$ cat src/rtl/partial_sum_reducer.sv
// Sequential reducer: captures five W-bit partial sums and adds them one per cycle.
// Optional sticky carry-out flag on out_ovf when PSR_OVF_CHECK_EN is defined.
module partial_sum_reducer #(
  parameter int RADIX = 108
) (
  input  logic               clk,
  input  logic               rst,
  input  logic               in_valid,
  output logic               in_ready,
  input  logic [2*RADIX-1:0] in_sum_0,
  input  logic [2*RADIX-1:0] in_sum_1,
  input  logic [2*RADIX-1:0] in_sum_2,
  input  logic [2*RADIX-1:0] in_sum_3,
  input  logic [2*RADIX-1:0] in_sum_4,
  output logic               out_valid,
  input  logic               out_ready,
  output logic [2*RADIX-1:0] out_res
`ifdef PSR_OVF_CHECK_EN
  ,
  output logic               out_ovf
`endif
);

  localparam int W = 2 * RADIX;

  typedef enum logic [1:0] {IDLE, ACCUM, DONE} state_t;

  state_t         state_q, state_d;
  logic [W-1:0]   acc_q, acc_d;
  logic [2:0]     idx_q, idx_d;
  logic [W-1:0]   sum_q [5];
  logic [W-1:0]   in_sums [5];
  logic [W-1:0]   sum_sel;
  logic           accept;

  assign in_sums[0] = in_sum_0;
  assign in_sums[1] = in_sum_1;
  assign in_sums[2] = in_sum_2;
  assign in_sums[3] = in_sum_3;
  assign in_sums[4] = in_sum_4;

  // in_ready is forced low while reset is held, not just after it.
  assign in_ready  = (state_q == IDLE) && !rst;
  assign accept    = in_valid && in_ready;
  assign out_valid = (state_q == DONE);
  assign out_res   = out_valid ? acc_q : '0;

  genvar gi;
  generate
    for (gi = 0; gi < 5; gi++) begin : g_sum
      always_ff @(posedge clk or posedge rst) begin
        if (rst) begin
          sum_q[gi] <= '0;
        end else if (accept) begin
          sum_q[gi] <= in_sums[gi];
        end
      end
    end
  endgenerate

  always_comb begin
    sum_sel = '0;
    case (idx_q)
      3'd0:    sum_sel = sum_q[0];
      3'd1:    sum_sel = sum_q[1];
      3'd2:    sum_sel = sum_q[2];
      3'd3:    sum_sel = sum_q[3];
      3'd4:    sum_sel = sum_q[4];
      default: sum_sel = '0;
    endcase
  end

`ifdef PSR_OVF_CHECK_EN
  logic [W:0] acc_sum;
  logic       ovf_q, ovf_d;
  assign acc_sum = {1'b0, acc_q} + {1'b0, sum_sel};
  assign out_ovf = ovf_q;

  always_comb begin
    ovf_d = ovf_q;
    if (state_q == IDLE && accept) begin
      ovf_d = 1'b0;
    end else if (state_q == ACCUM) begin
      ovf_d = ovf_q | acc_sum[W];
    end
  end

  always_ff @(posedge clk or posedge rst) begin
    if (rst) begin
      ovf_q <= 1'b0;
    end else begin
      ovf_q <= ovf_d;
    end
  end
`else
  logic [W-1:0] acc_sum;
  assign acc_sum = acc_q + sum_sel;
`endif

  always_comb begin
    state_d = state_q;
    acc_d   = acc_q;
    idx_d   = idx_q;
    case (state_q)
      IDLE: begin
        if (accept) begin
          state_d = ACCUM;
          acc_d   = '0;
          idx_d   = '0;
        end
      end
      ACCUM: begin
        acc_d = acc_sum[W-1:0];
        idx_d = idx_q + 3'd1;
        if (idx_q == 3'd4) begin
          state_d = DONE;
        end
      end
      DONE: begin
        if (out_ready) begin
          state_d = IDLE;
        end
      end
      default: state_d = IDLE;
    endcase
  end

  always_ff @(posedge clk or posedge rst) begin
    if (rst) begin
      state_q <= IDLE;
      acc_q   <= '0;
      idx_q   <= '0;
    end else begin
      state_q <= state_d;
      acc_q   <= acc_d;
      idx_q   <= idx_d;
    end
  end

endmodule

$ cat config.mk
export PLATFORM = sky130hd
export DESIGN_NAME = partial_sum_reducer
export DESIGN_NICKNAME = d
export VERILOG_FILES = /design/src/rtl/partial_sum_reducer.sv
export SDC_FILE = /design/constraint.sdc
export NUM_CORES = 2
export LEC_CHECK = 0
export BUFFER_PORTS_ARGS = -buffer_cell sky130_fd_sc_hd__buf_2
export CAP_MARGIN = 20
export CORE_AREA = 2 2 508 510
export CTS_BUF_LIST = sky130_fd_sc_hd__clkbuf_8
export CTS_CLUSTER_DIAMETER = 50
export DETAILED_ROUTE_END_ITERATION = 12
export DIE_AREA = 0 0 510 512
export PLACE_DENSITY_LB_ADDON = 0.1
export SETUP_SLACK_MARGIN = 0.4
export SLEW_MARGIN = 20
export SYNTH_ARGS = -nofsm -noshare
export SYNTH_HDL_FRONTEND = slang
export SYNTH_SLANG_ARGS = --single-unit
$ cat constraint.sdc
create_clock -name clk -period 39.7 [get_ports clk]
set_input_delay 1.985 -clock clk [delete_from_list [all_inputs] [get_ports clk]]
set_output_delay 1.985 -clock clk [all_outputs]
set_load 0.01 [all_outputs]
### Yosys cells after proc, flatten, opt, wreduce, memory -nomap -nowiden

Index checks and enable logic that the tools add are counted.

| cells by class | value |
|---|---|
| reduce and logical (&&, ||, !) cells | 8 |
| add/sub/neg operators | 2 |
| mux-type cells | 10 |
| equality and inequality tests | 9 |

Operators with widths:

| cell | count |
|---|---|
| 216-bit one-hot mux with 5 select lines | 1 |
| 216-bit two-way mux | 2 |
| 216-bit one-hot mux with 2 select lines | 1 |
| 216-bit adder | 1 |
| 3-bit by 2-bit equality test with 1-bit output (second input constant) | 2 |
| 2-bit two-way mux | 3 |
| 2-bit one-hot mux with 3 select lines | 1 |
| 3-bit one-hot mux with 2 select lines | 1 |
| 2-bit inequality test (second input constant) | 2 |
| 3-bit by 1-bit adder with 3-bit output (second input constant) | 1 |
| 3-bit by 1-bit equality test with 1-bit output (second input constant) | 1 |
| 3-bit equality test (second input constant) | 1 |
| 3-bit zero test | 1 |
| 3-bit two-way mux | 1 |
| 3-bit AND reduction | 1 |
| 2-bit by 1-bit equality test with 1-bit output (second input constant) | 1 |
| 2-bit equality test (second input constant) | 1 |
| 1-bit logical AND | 2 |
| 2-bit zero test | 1 |
| 2-bit by 1-bit inequality test with 1-bit output (second input constant) | 1 |
| 2-bit AND reduction | 1 |
| 2-bit nonzero test | 1 |
| 1-bit zero test | 1 |

| storage, ports and cells | value |
|---|---|
| register bits after elaboration | 1301 |

### Longest topological paths before layout

| depth | value |
|---|---|
| word-level depth | 5 |
| depth in mapped cells | 24 |
| mapped depth without buffers | 21 |

### Least setup slack after synthesis

OpenSTA, ideal clock, no wires.

| path | value |
|---|---|
| path kind | reg-to-reg |
| start point | register idx_q[2] |
| end point | register acc_q[210] |
| slack | 34.738 ns |
| setup time | 0.133 ns |
| cell stages (with the launch flop) | 24 |
| arrival time | 4.829 ns |
| path through | dfrtp_1 > clkbuf_1 > clkbuf_1 > inv_1 > ha_1 > clkbuf_1 > clkbuf_1 > clkbuf_1 > a22oi_1 > nand3_1 > ha_1 > a21oi_1 > o21ai_1 > a221oi_2 > a311oi_2 > o211ai_1 > a31oi_1 > o311ai_1 > a31oi_1 > a31o_2 > a21o_1 > a41oi_1 > xor2_1 > o21ai_0 |

| between the ends | value |
|---|---|
| cells in the longest elaborated chain, start to end | 4 |
| elaborated cells between the ends (all ways) | 8 |
| those cells by class | add/sub (1); eq/ne (4); mux (2); reduce/logical (1) |

RTL lines:

| item | line | source |
|---|---|---|
| start: declaration | 30 | `logic [2:0] idx_q, idx_d;` |
| start signal: assignment | 136 | `idx_q <= idx_d;` |
| 3-bit equality test (tied with other cells) | 63 | `case (idx_q)` |
| 216-bit one-hot mux with 5 select lines (*) | 63 |  |
| 216-bit adder (*) | 97 | `assign acc_sum = acc_q + sum_sel;` |
| 216-bit one-hot mux with 2 select lines (*) | 104 | `case (state_q)` |
| end signal: assignment | 131 | `acc_q <= '0;` |
| end signal: assignment | 135 | `acc_q <= acc_d;` |
| end: declaration | 29 | `logic [W-1:0] acc_q, acc_d;` |

Every way passes the cells marked *; elsewhere a longest branch is shown, timed or not.
A chain may end at the register's enable or synchronous reset.

### Worst setup path after layout

| path | value |
|---|---|
| start point | register idx_q[0] |
| end point | register acc_q[198] |

The elaborated chain is that of the path after synthesis.

==> implementation parameters <==
Parameter                              Value

Routing
  Final wirelength ... 332.7 mm
  Per-cell via count in the routed design ... 5.047
  First drt pass iteration count ... 8
  First DRT Iteration DRCs ... 6,154
  Post-route DRC ... 0
  Average wire length per cell after detail routing ... 24.51 microns
  Routed Antenna Nets ... 0
  Via total after detailed routing ... 68,520

Clock tree
  H-tree levels ... 5
  Clock Latency Late Sink ... 1080 ps
  Post-CTS Setup Bufs ... 0
  Clock transition at the registers of the reported paths ... 60 ps
  Number of buffers between clock root and the deepest sink ... 4
  Post-CTS Hold Fix Bufs ... 0
  Cts repair resizes ... 0
  Clk root buf ... sky130_fd_sc_hd__clkbuf_8
  Number of buffers inserted during clock tree synthesis ... 289
  Clock tree from TritonCTS ... done
  Number of sinks on the clock net ... 1,301

Pwr
  Post-layout power ... 0.008557 W
  Total power per unit cell area ... 100.2 nW/um^2
  Worst IR Drop VDD ... 0.03502 mV
  Leakage Power ... 43.19 nW

Logic synthesis
  Share of synthesized registers carrying an async set or reset ... 100.0%
  Post-synth cell types ... 86
  Total standard cell area after synthesis ... 70,230 sq um
  Count of mapped cells out of synthesis ... 8,907
  Number of nets produced by synthesis ... 10,210
  Top-area cell type share of the netlist area ... 46.35%
  Dominant cell by count in the synthesized netlist ... sky130_fd_sc_hd__nand2_1
  Sequential-to-total area share from yosys stat ... 46.35%
  Synth area leader ... sky130_fd_sc_hd__dfrtp_1
  Average cell area after synthesis ... 7.885 sq um
  Synth top area cells ... sky130_fd_sc_hd__dfrtp_1 (46%), sky130_fd_sc_hd__nand2_1 (21%), sky130_fd_sc_hd__ha_1 (3.9%)
  Main synth FF type ... sky130_fd_sc_hd__dfrtp_1
  Top cells by instance count after synthesis ... sky130_fd_sc_hd__nand2_1 (3,891), sky130_fd_sc_hd__dfrtp_1 (1,301), sky130_fd_sc_hd__clkbuf_1 (510), sky130_fd_sc_hd__o21ai_0 (506), sky130_fd_sc_hd__a21oi_1 (394)
  Number of register bits inferred by synthesis ... 1,301
  Yosys Warn Count ... 0
  Number of flops mapped to enable cells by yosys ... 0

STA
  Tightest Pin Transition ... 1167 ps
  Skew final ... 111.8 ps
  Upper clock frequency limit ... 113.4 MHz
  Max-slew violations ... 0
  Slew HR ... 22.20%
  Final worst-path cycle share ... 22.22%
  Post-Route Setup TNS ... 0 ps
  Final count of hold timing violations ... 0
  Final-layout worst hold slack ... 472.2 ps
  Final period demand of the worst path ... 8821 ps
  RSZ-0062 raised after global routing ... no
  Setup-violating endpoint count in the final report ... 0

Global route
  Global-route usage over all layers ... 24.71%
  Maximum number of pins on one net before global-route repair ... 208
  Global-route wire length before repair ... 480.4 mm
  Grt total ovfl ... 0
  Via count of the first global-routing pass ... 69,740
  Number of antenna violations at the first check in global routing ... 22

Worst setup path
  Sort of element at the end of the critical path ... flip-flop
  Required time at the endpoint of the critical path ... 40,660 ps
  Maximum fanout encountered on the critical timing path ... 48
  Type of the worst setup path ... flip-flop to flip-flop
  Critical path startpoint category ... flip-flop
  Data arrival, critical path ... 9780 ps

Floorplan
  I/O Pins ... 1,302
  Die Width ... 510 microns
  Die height ... 512 microns
  Starting utilization of the core area ... 27.46%
  Die area ... 261,100 sq um
  Placeable Area ... 255,800 sq um
  Num rows ... 186

Cells and area
  Post-Route Utilization ... 33.40%
  Post-layout net count ... 11,310
  Area Growth Syn to Fin ... 21.62%
  Share of final-layout standard cells stronger than drive strength 1 ... 18.11%
  Filler cells ... 27,610
  Final standard cell count with taps included and fillers excluded ... 13,580

Placement
  Cell Count Post-Placement ... 13,100
  HPWL Detailed ... 253.0 mm
  Weighted congestion at the end of routability-driven global placement ... 0.9030
  Count of input and output buffers ... 1,301

Min path
  Class of the tightest hold or removal check ... flip-flop to flip-flop

Job
  Maximum capacitance violations ... 0

Run status
  Outcome ... completed
==> metal layers <==
metal | GRT usage (%) | vias up | wire length, microns
li1 | - | 32060 | -
met1 | 33.16 | 33560 | 147200
met2 | 40.45 | 2423 | 155500
met3 | 3.861 | 471 | 18470
met4 | 7.955 | 6 | 11420
met5 | 0 | - | 37
==> sequential cells by signal (all words and copies together) (netlist names) <==
register  flops
acc_q       216
idx_q         3
state_q       2
sum_q      1080
==> through the flow <==
| step | cell area [sq um] | setup slack (ps) |
|---|---|---|
| floorplan | 70230 | 1045 |
| global placement | 79600 | 31030 |
| detailed placement | 79600 | 30940 |
| CTS | 85350 | 30950 |
| global route | 85410 | 30640 |
| finish | 85420 | 30880 |
==> layout make-up <==
type,count,area (sq um),area share (%)
clock inverters,119,963.4,1.128
flip-flops and latches,1301,32560,38.12
well taps,3384,4234,4.957
diodes,6,15.01,0.01758
clock buffers,348,4790,5.607
multi-input cells,6976,35370,41.41
repair buffers,1379,7242,8.478
inverters,62,240.2,0.2812
==> cells in the final DEF (no fill, tap or decap), drive strengths merged, types with 12 or more instances in the layout <==
cell    instances
nand2        3891
buf          1379
dfrtp        1301
o21ai         529
a21oi         398
a22oi         358
clkbuf        348
nor2          255
and2          229
ha            220
nand3         192
inv           135
nand4         130
xnor2         108
xor2           99
a21o           89
a222oi         75
o21bai         47
nor3           45
a31oi          31
o31ai          24
o21a           21
clkinv         21
a221oi         19
bufinv         16
nand2b         16
nor4           16
a21boi         16
o211ai         14
and4           14
or3            12
a211oi         12
nor2b          12
==> cells by family (layout without fill, tap and decap cells) <==
group / after synthesis / after routing / share of synthesized area (%)
AO/OA/AOI/OAI: 1701 / 1701 / 15.55
multiplexers: 2 / 2 / 0.02850
flip-flops: 1301 / 1301 / 46.35
adder cells (fa/ha/maj): 221 / 221 / 3.948
other: 0 / 6 / 0
buffers and inverters: 630 / 1908 / 3.447
XOR/XNOR: 207 / 207 / 2.581
AND/OR/NAND/NOR: 4845 / 4845 / 28.09
==> worst max-delay path: stages (launching register included) <==
cell	delay, ps
sky130_fd_sc_hd__dfrtp_1	420
sky130_fd_sc_hd__inv_1	170
sky130_fd_sc_hd__ha_4	520
sky130_fd_sc_hd__buf_4	790
sky130_fd_sc_hd__nor2b_4	290
sky130_fd_sc_hd__buf_4	470
sky130_fd_sc_hd__buf_4	580
sky130_fd_sc_hd__nand2_1	100
sky130_fd_sc_hd__and4_1	200
sky130_fd_sc_hd__fa_1	440
sky130_fd_sc_hd__nand2b_1	180
sky130_fd_sc_hd__a21oi_1	290
sky130_fd_sc_hd__o21ai_1	250
sky130_fd_sc_hd__a311oi_2	980
sky130_fd_sc_hd__a211oi_2	350
sky130_fd_sc_hd__o21ai_4	440
sky130_fd_sc_hd__a21oi_4	180
sky130_fd_sc_hd__o21ai_4	310
sky130_fd_sc_hd__a31oi_4	240
sky130_fd_sc_hd__o41ai_4	760
sky130_fd_sc_hd__a21oi_1	310
sky130_fd_sc_hd__xor2_1	220
sky130_fd_sc_hd__o21ai_1	140
==> path summary, 6_finish.rpt <==
path                              end       start  depth (start not counted)  slack (ps)
max                        acc_q[198]    idx_q[0]                         22       30880
min                        sum_q[155]  sum_q[155]                          2         470
max reg2reg                acc_q[198]    idx_q[0]                         22       30880
min reg2reg                sum_q[155]  sum_q[155]                          2         470
max in group asynchronous  sum_q[267]         rst                          6       35060
min in group asynchronous  sum_q[431]         rst                          2        1180
==> where the power goes <==
| part | switching [W] | total, W | internal [W] |
|---|---|---|---|
| registers | 0.000447 | 0.00242 | 0.00197 |
| logic | 0.00311 | 0.00459 | 0.00148 |
| clock network | 0.000651 | 0.00154 | 0.000891 |
| total | 0.00421 | 0.00856 | 0.00435 |
Power figures use the tool's default switching activity.
